File: src/rtl/alu_issue_stage.sv
// Instruction queue feeding an external combinational ALU, with a registered
// result stage and a count of results accepted downstream.
package alu_issue_pkg;

  typedef enum logic [3:0] {
    OP_ADD = 4'h0,
    OP_SUB = 4'h1,
    OP_MUL = 4'h2,
    OP_SHL = 4'h3,
    OP_AND = 4'h4,
    OP_OR  = 4'h5,
    OP_XOR = 4'h6
  } opcode_t;

  typedef struct packed {
    opcode_t     opcode;
    logic [31:0] a;
    logic [31:0] b;
  } instruction_t;

endpackage

module alu_issue_stage
  import alu_issue_pkg::*;
#(
  parameter int unsigned DEPTH = 4,
  parameter int unsigned CNT_W = 16
) (
  input  logic               clk,
  input  logic               reset,
  input  instruction_t       in_iw,
  input  logic               in_valid,
  output logic               in_ready,
  output instruction_t       alu_iw,
  input  logic [31:0]        alu_result,
  output logic [31:0]        out_result,
  output opcode_t            out_opcode,
  output logic               out_valid,
  input  logic               out_ready,
  output logic [CNT_W-1:0]   issued_cnt
);

  localparam int unsigned AW = (DEPTH > 1) ? $clog2(DEPTH) : 1;
  localparam logic [AW:0] FULL_CNT = (AW + 1)'(DEPTH);

  instruction_t  mem [DEPTH];
  logic [AW-1:0] wptr;
  logic [AW-1:0] rptr;
  logic [AW:0]   count;

  logic full;
  logic empty;
  logic push;
  logic load_ok;
  logic issue;

  always_comb begin
    full     = (count == FULL_CNT);
    empty    = (count == '0);
    in_ready = !full;
    push     = in_valid && in_ready;
    load_ok  = !out_valid || out_ready;
    issue    = !empty && load_ok;
    alu_iw   = empty ? '0 : mem[rptr];
  end

  // Storage has no reset; the empty flag masks stale entries on alu_iw.
  always_ff @(posedge clk) begin
    if (push) mem[wptr] <= in_iw;
  end

  // Power-of-two depth lets the pointers wrap by natural overflow.
  always_ff @(posedge clk or posedge reset) begin
    if (reset) begin
      wptr  <= '0;
      rptr  <= '0;
      count <= '0;
    end else begin
      if (push)  wptr <= wptr + AW'(1);
      if (issue) rptr <= rptr + AW'(1);
      case ({push, issue})
        2'b10:   count <= count + (AW + 1)'(1);
        2'b01:   count <= count - (AW + 1)'(1);
        default: count <= count;
      endcase
    end
  end

  always_ff @(posedge clk or posedge reset) begin
    if (reset) begin
      out_valid  <= 1'b0;
      out_result <= '0;
      out_opcode <= OP_ADD;
    end else if (issue) begin
      out_valid  <= 1'b1;
      out_result <= alu_result;
      out_opcode <= alu_iw.opcode;
    end else if (out_valid && out_ready) begin
      out_valid  <= 1'b0;
    end
  end

  always_ff @(posedge clk or posedge reset) begin
    if (reset) begin
      issued_cnt <= '0;
    end else if (out_valid && out_ready) begin
      issued_cnt <= issued_cnt + CNT_W'(1);
    end
  end

endmodule

File: config.mk
export PLATFORM = sky130hd
export DESIGN_NAME = alu_issue_stage
export DESIGN_NICKNAME = d
export VERILOG_FILES = /design/src/rtl/alu_issue_stage.sv
export SDC_FILE = /design/constraint.sdc
export NUM_CORES = 1
export LEC_CHECK = 0
export ABC_CLOCK_PERIOD_IN_PS = 4800
export BUFFER_PORTS_ARGS = -buffer_cell sky130_fd_sc_hd__buf_2
export CORE_ASPECT_RATIO = 1.4
export CORE_MARGIN = 4
export CORE_UTILIZATION = 45
export CTS_BUF_LIST = sky130_fd_sc_hd__clkbuf_2 sky130_fd_sc_hd__clkbuf_4 sky130_fd_sc_hd__clkbuf_8
export CTS_CLUSTER_SIZE = 10
export DETAILED_ROUTE_END_ITERATION = 7
export GPL_TIMING_DRIVEN = 0
export MAX_ROUTING_LAYER = met4
export PLACE_DENSITY = 0.7
export SYNTH_ARGS = -nofsm -noshare
export SYNTH_HDL_FRONTEND = slang
export SYNTH_SLANG_ARGS = --single-unit
File: constraint.sdc
create_clock -name clk -period 4.8 [get_ports clk]
set_clock_uncertainty 0.1 [all_clocks]
set_input_delay 0 -clock clk [delete_from_list [all_inputs] [get_ports clk]]
set_output_delay 0 -clock clk [all_outputs]
set_load 0.005 [all_outputs]
== Yosys cells after proc, flatten, opt, wreduce, memory -nomap -nowiden ==
Memory sizes are Yosys's and may differ from the RTL's.
Index checks and enable logic that the tools add are counted.

* Muxes and demuxes: 6
* Reduce and logical (&&, ||, !) cells: 10
* Equal/unequal tests: 3
* Add/sub/neg operators: 5

{| class="wikitable"
|+ Operators with widths
! kind !! count
|-
| 68-bit two-way mux || 1
|-
| 16-bit by 1-bit adder with 16-bit output, second input constant || 1
|-
| 3-bit one-hot mux with 2 select lines || 1
|-
| 2-bit by 1-bit adder with 2-bit output, second input constant || 2
|-
| 1-bit two-way mux || 4
|-
| 2-bit nonzero test || 2
|-
| 3-bit by 1-bit adder with 3-bit output, second input constant || 1
|-
| 3-bit equality test, second input constant || 1
|-
| 1-bit logical AND || 3
|-
| 1-bit logical NOT || 3
|-
| 3-bit logical NOT || 1
|-
| 3-bit by 1-bit subtractor with 3-bit output, second input constant || 1
|-
| 2-bit by 1-bit equality test with 1-bit output, second input constant || 1
|-
| 2-bit equality test, second input constant || 1
|-
| 1-bit logical OR || 1
|}

* Register bits: 60
* Input port bits: 104
* Memories: 1
* Output and inout bits: 122
* Word-level logic and storage cells: 32
* Memory bits (writable): 272

{| class="wikitable"
|+ Memories
! name !! depth !! bits a word !! read ports !! clocked after memory_dff !! wr ports !! line !! source
|-
| mem || 4 || 68 || 1 || 0 || 1 || 46 || <nowiki>instruction_t mem [DEPTH];</nowiki>
|}

== Logic depth before layout (Yosys ltp) ==
* Depth after elaboration: 5
* Mapped depth: 10
* Gate-level depth less buffers: 10

== Worst setup path before layout ==
OpenSTA, ideal clock, no wires.

* Path kind: register to register
* Start point: register count[0]
* End point: memory mem[0][0] (netlist name), enable pin
* Arrival: 2268 ps
* Buffers on the path: 0
* Period minus slack after synthesis: 2802 ps
* Setup slack: 1998 ps
* Required time: 4266 ps
* Cell stages (with the launch flop): 4
* Library setup time: 434 ps
* Path through: dfrtp_1 > inv_1 > nand3_1 > and3_1

* Word-level cells in the longest chain between the ends: 5

{| class="wikitable"
|+ Ends and longest elaborated chain
! item !! line !! source
|-
| from (decl) || 49 || <nowiki>logic [AW:0] count;</nowiki>
|-
| from (signal assigned) || 82 || <nowiki>2'b10: count <= count + (AW + 1)'(1);</nowiki>
|-
| from (signal assigned) || 83 || <nowiki>2'b01: count <= count - (AW + 1)'(1);</nowiki>
|-
| from (signal assigned) || 84 || <nowiki>default: count <= count;</nowiki>
|-
| 3-bit equality test || 58 || <nowiki>full = (count == FULL_CNT);</nowiki>
|-
| 1-bit logical NOT || 60 || <nowiki>in_ready = !full;</nowiki>
|-
| named net in_ready || 33 || <nowiki>output logic in_ready,</nowiki>
|-
| 1-bit logical AND || 61 || <nowiki>push = in_valid && in_ready;</nowiki>
|-
| 1-bit two-way mux || 69 || <nowiki>if (push) mem[wptr] <= in_iw;</nowiki>
|-
| 1-bit two-way mux (implied by the code) || 69 ||
|-
| to (decl) || 46 ||
|}

The timed path passes the listed nets, and every way through them passes these cells.

==> impl_metrics.toml <==
[worst_setup_path]
crit_type = "reg -> out"
r2r_slack_ns = 1.94
crit_path_max_fanout = 10
cp-startpoint = "count[0]"
crit_end = "alu_iw[51]"
cp-start-kind = "flip-flop"
critPathCaptureType = "output port"
r2r_start = "count[0]"
cp.arrival_ns = 3.09
critical_path_required_ns = 4.70
reg2reg_to = "count[1]"
ff2ff_path_depth = 8

[timing]
min_period_ns = 3.194
max_slew.worst_pin.slew_ns = 0.8612
worst_slack_ns = 1.606
maxSlewHeadroom = 0.4228
slew_viol_final = 0
rsz0062_at_grt = "no"
setup_viol = 0
finalHoldViolations = 0
post-route-period-util = 0.6655
max_freq_mhz = 313.1
fin_setup_tns_ns = 0

[synth]
synth_top_cell_by_area = "edfxtp_1"
synth_seq_cells = 332
ys_types = 28
synthTopCellsByCount = "edfxtp_1 (272), mux4_2 (68), nor2b_1 (68), dfrtp_1 (60), mux2_2 (38)"
ys.flop_type = "edfxtp_1"
synth.most_common_cell = "edfxtp_1"
synth.avg_cell_area_um2 = 20.84
synthesis.area_um2 = 12710
synth_top_cell_area_share = 0.6426
ys_seq_area_frac = 0.7608
synth-edff-count = 272
async_flop_share = 0.1807
synth_area_leaders = "edfxtp_1 (64%), mux4_2 (12%), dfrtp_1 (12%)"
yosys_warnings = 0
syn_inst = 610
syn-num-nets = 721

[layout]
fillers = 2096
register_area_um2 = 9669
finalNetCount = 1107
drive_gt1_frac = 0.4286
syn_to_final_growth_pct = 30.15
multi_input_area_um2 = 2889
finalNonFillerCells = 1408

[power]
static-leakage-power_nw = 6.270
power_density_nw_per_um2 = 579.0
p_sw_mw = 2.823
vdd_drop_max_uv = 293.7
comb_power_share = 0.330
seq_power_share = 0.421
p_clk_frac = 0.249
p_total_mw = 9.579
switching_share = 0.2948
intPower_mw = 6.755

[route]
ant_nets = 0
firstDrtPassIters = 6
wirelength_um = 27590
drc = 0
drt_first_iter_violations = 292
vias = 7005
wl_per_cell_um = 19.60
viasPerCell = 4.975

[clock_tree]
root_buffer = "clkbuf_8"
cts_resized = 0
cts.sinks = 332
hold_buffers = 104
numCtsBuffers = 50
path_clk_slew_ns = 0.06
cts_max_level = 2
clock_latency_ns = 0.58
cts_tree = "yes"
post_cts_buffers = 0
cts_buffer_depth = 3

[floorplan]
die_x_um = 150.0
std_cell_rows = 72
dieHeight_um = 206.9
dieArea_um2 = 31030
coreArea_um2 = 27750
ioPinCount = 226
start_util = 0.4581

[hold_path]
hold_class = "in -> reg"

[outcome]
status = "completed"

[placed_design]
place_inst = 1210
dp_slack_ns = 1.900
dp_hpwl_um = 16590
portBuffers = 225
globalplace.congestion = 0.7027

[run]
drv_cap = 0

[global_route]
antenna_found_initial = 2
grt.overflow.total = 0
grt_pass1_wl_um = 42770
grt_util_all_layers = 0.1857
grt_pass1_vias = 7774
grt_max_degree = 44
==> sequential cells by signal (all words and copies together) (netlist names) <==
name / cells
mem: 272
out_result: 32
issued_cnt: 16
out_opcode: 4
count: 3
rptr: 2
wptr: 2
out_valid: 1
==> cell type report <==
| cell class | count | area share |
|---|---|---|
| Antenna cell | 2 | 0.0003025 |
| Buffer | 28 | 0.007412 |
| Clock buffer | 76 | 0.05567 |
| Clock inverter | 16 | 0.007639 |
| Inverter | 13 | 0.002950 |
| Multi-Input combinational cell | 237 | 0.1746 |
| Sequential cell | 332 | 0.5845 |
| Tap cell | 370 | 0.02799 |
| Timing Repair Buffer | 334 | 0.1389 |
==> power by group through the flow <==
stage          Clock [mW]  Combinational (mW)  Sequential (mW)
2_1_floorplan           0                1.85             4.09
3_3_place_gp            0                3.09             4.12
3_5_place_dp            0                3.18             4.09
4_1_cts              2.46                3.26             4.03
5_1_grt              2.59                3.48             4.08
6_report             2.38                3.17             4.03
==> layout by cell type (no fill, tap or decap), types with 7 or more instances in the layout <==
master         netlist  final
nor2b_1             68     68
mux4_2              68     68
inv_1               13     12
buf_2               14    239
clkbuf_8             0     56
xor2_1               7      7
edfxtp_1           272    272
dlygate4sd3_1        0    104
dfrtp_1             60     60
clkinv_1             0      7
clkbuf_1            14     14
xnor2_1             13     13
clkbuf_4             0     20
mux2_2              38     38
==> worst max-delay path, cell delays in order (launching register included) <==
cell	delay, ns
dfrtp_1	0.41
nor3_2	0.73
clkbuf_1	0.58
clkbuf_1	0.49
nor2b_1	0.15
buf_2	0.16
==> cell families after synthesis <==
logic type | share of synthesized area
AO/OA/AOI/OAI | 0.0007868
XOR/XNOR | 0.01506
adder cells (fa/ha/maj) | 0.007482
buffers and inverters | 0.01349
flip-flops | 0.7608
multiplexers | 0.1550
AND/OR/NAND/NOR | 0.04745
==> metal layers <==
| layer | GRT usage | up-vias | wire, um | part of all wire |
|---|---|---|---|---|
| met5 | - | - | 0 | 0 |
| met4 | 0.06638 | 0 | 703 | 0.025 |
| met3 | 0.03822 | 55 | 1559 | 0.056 |
| met2 | 0.3224 | 227 | 14340 | 0.52 |
| met1 | 0.2148 | 3552 | 10990 | 0.40 |
| li1 | - | 3171 | - | - |
==> through the flow <==
stage	hold WS, ns	area (um^2)	util
finish	0.08100	16540	0.5962
CTS	0.01598	16540	0.5960
global route	0.04413	16540	0.5962
global placement	0.1119	14300	0.5153
floorplan	-0.003551	12710	-
detailed placement	-0.06875	14450	0.5207
==> worst min path at each step <==
stage          startpoint              to  slack, ns  cells after the start
2_1_floorplan   out_ready       out_valid     -0.004                      1
3_3_place_gp    in_iw[34]      mem[2][34]       0.11                      1
3_5_place_dp        reset  out_result[11]      -0.07                      2
4_1_cts         in_iw[23]      mem[0][23]       0.02                      2
5_1_grt         in_iw[59]      mem[2][59]       0.04                      2
6_report        in_iw[59]      mem[2][59]       0.08                      2
(Power assumes the default switching activity.)
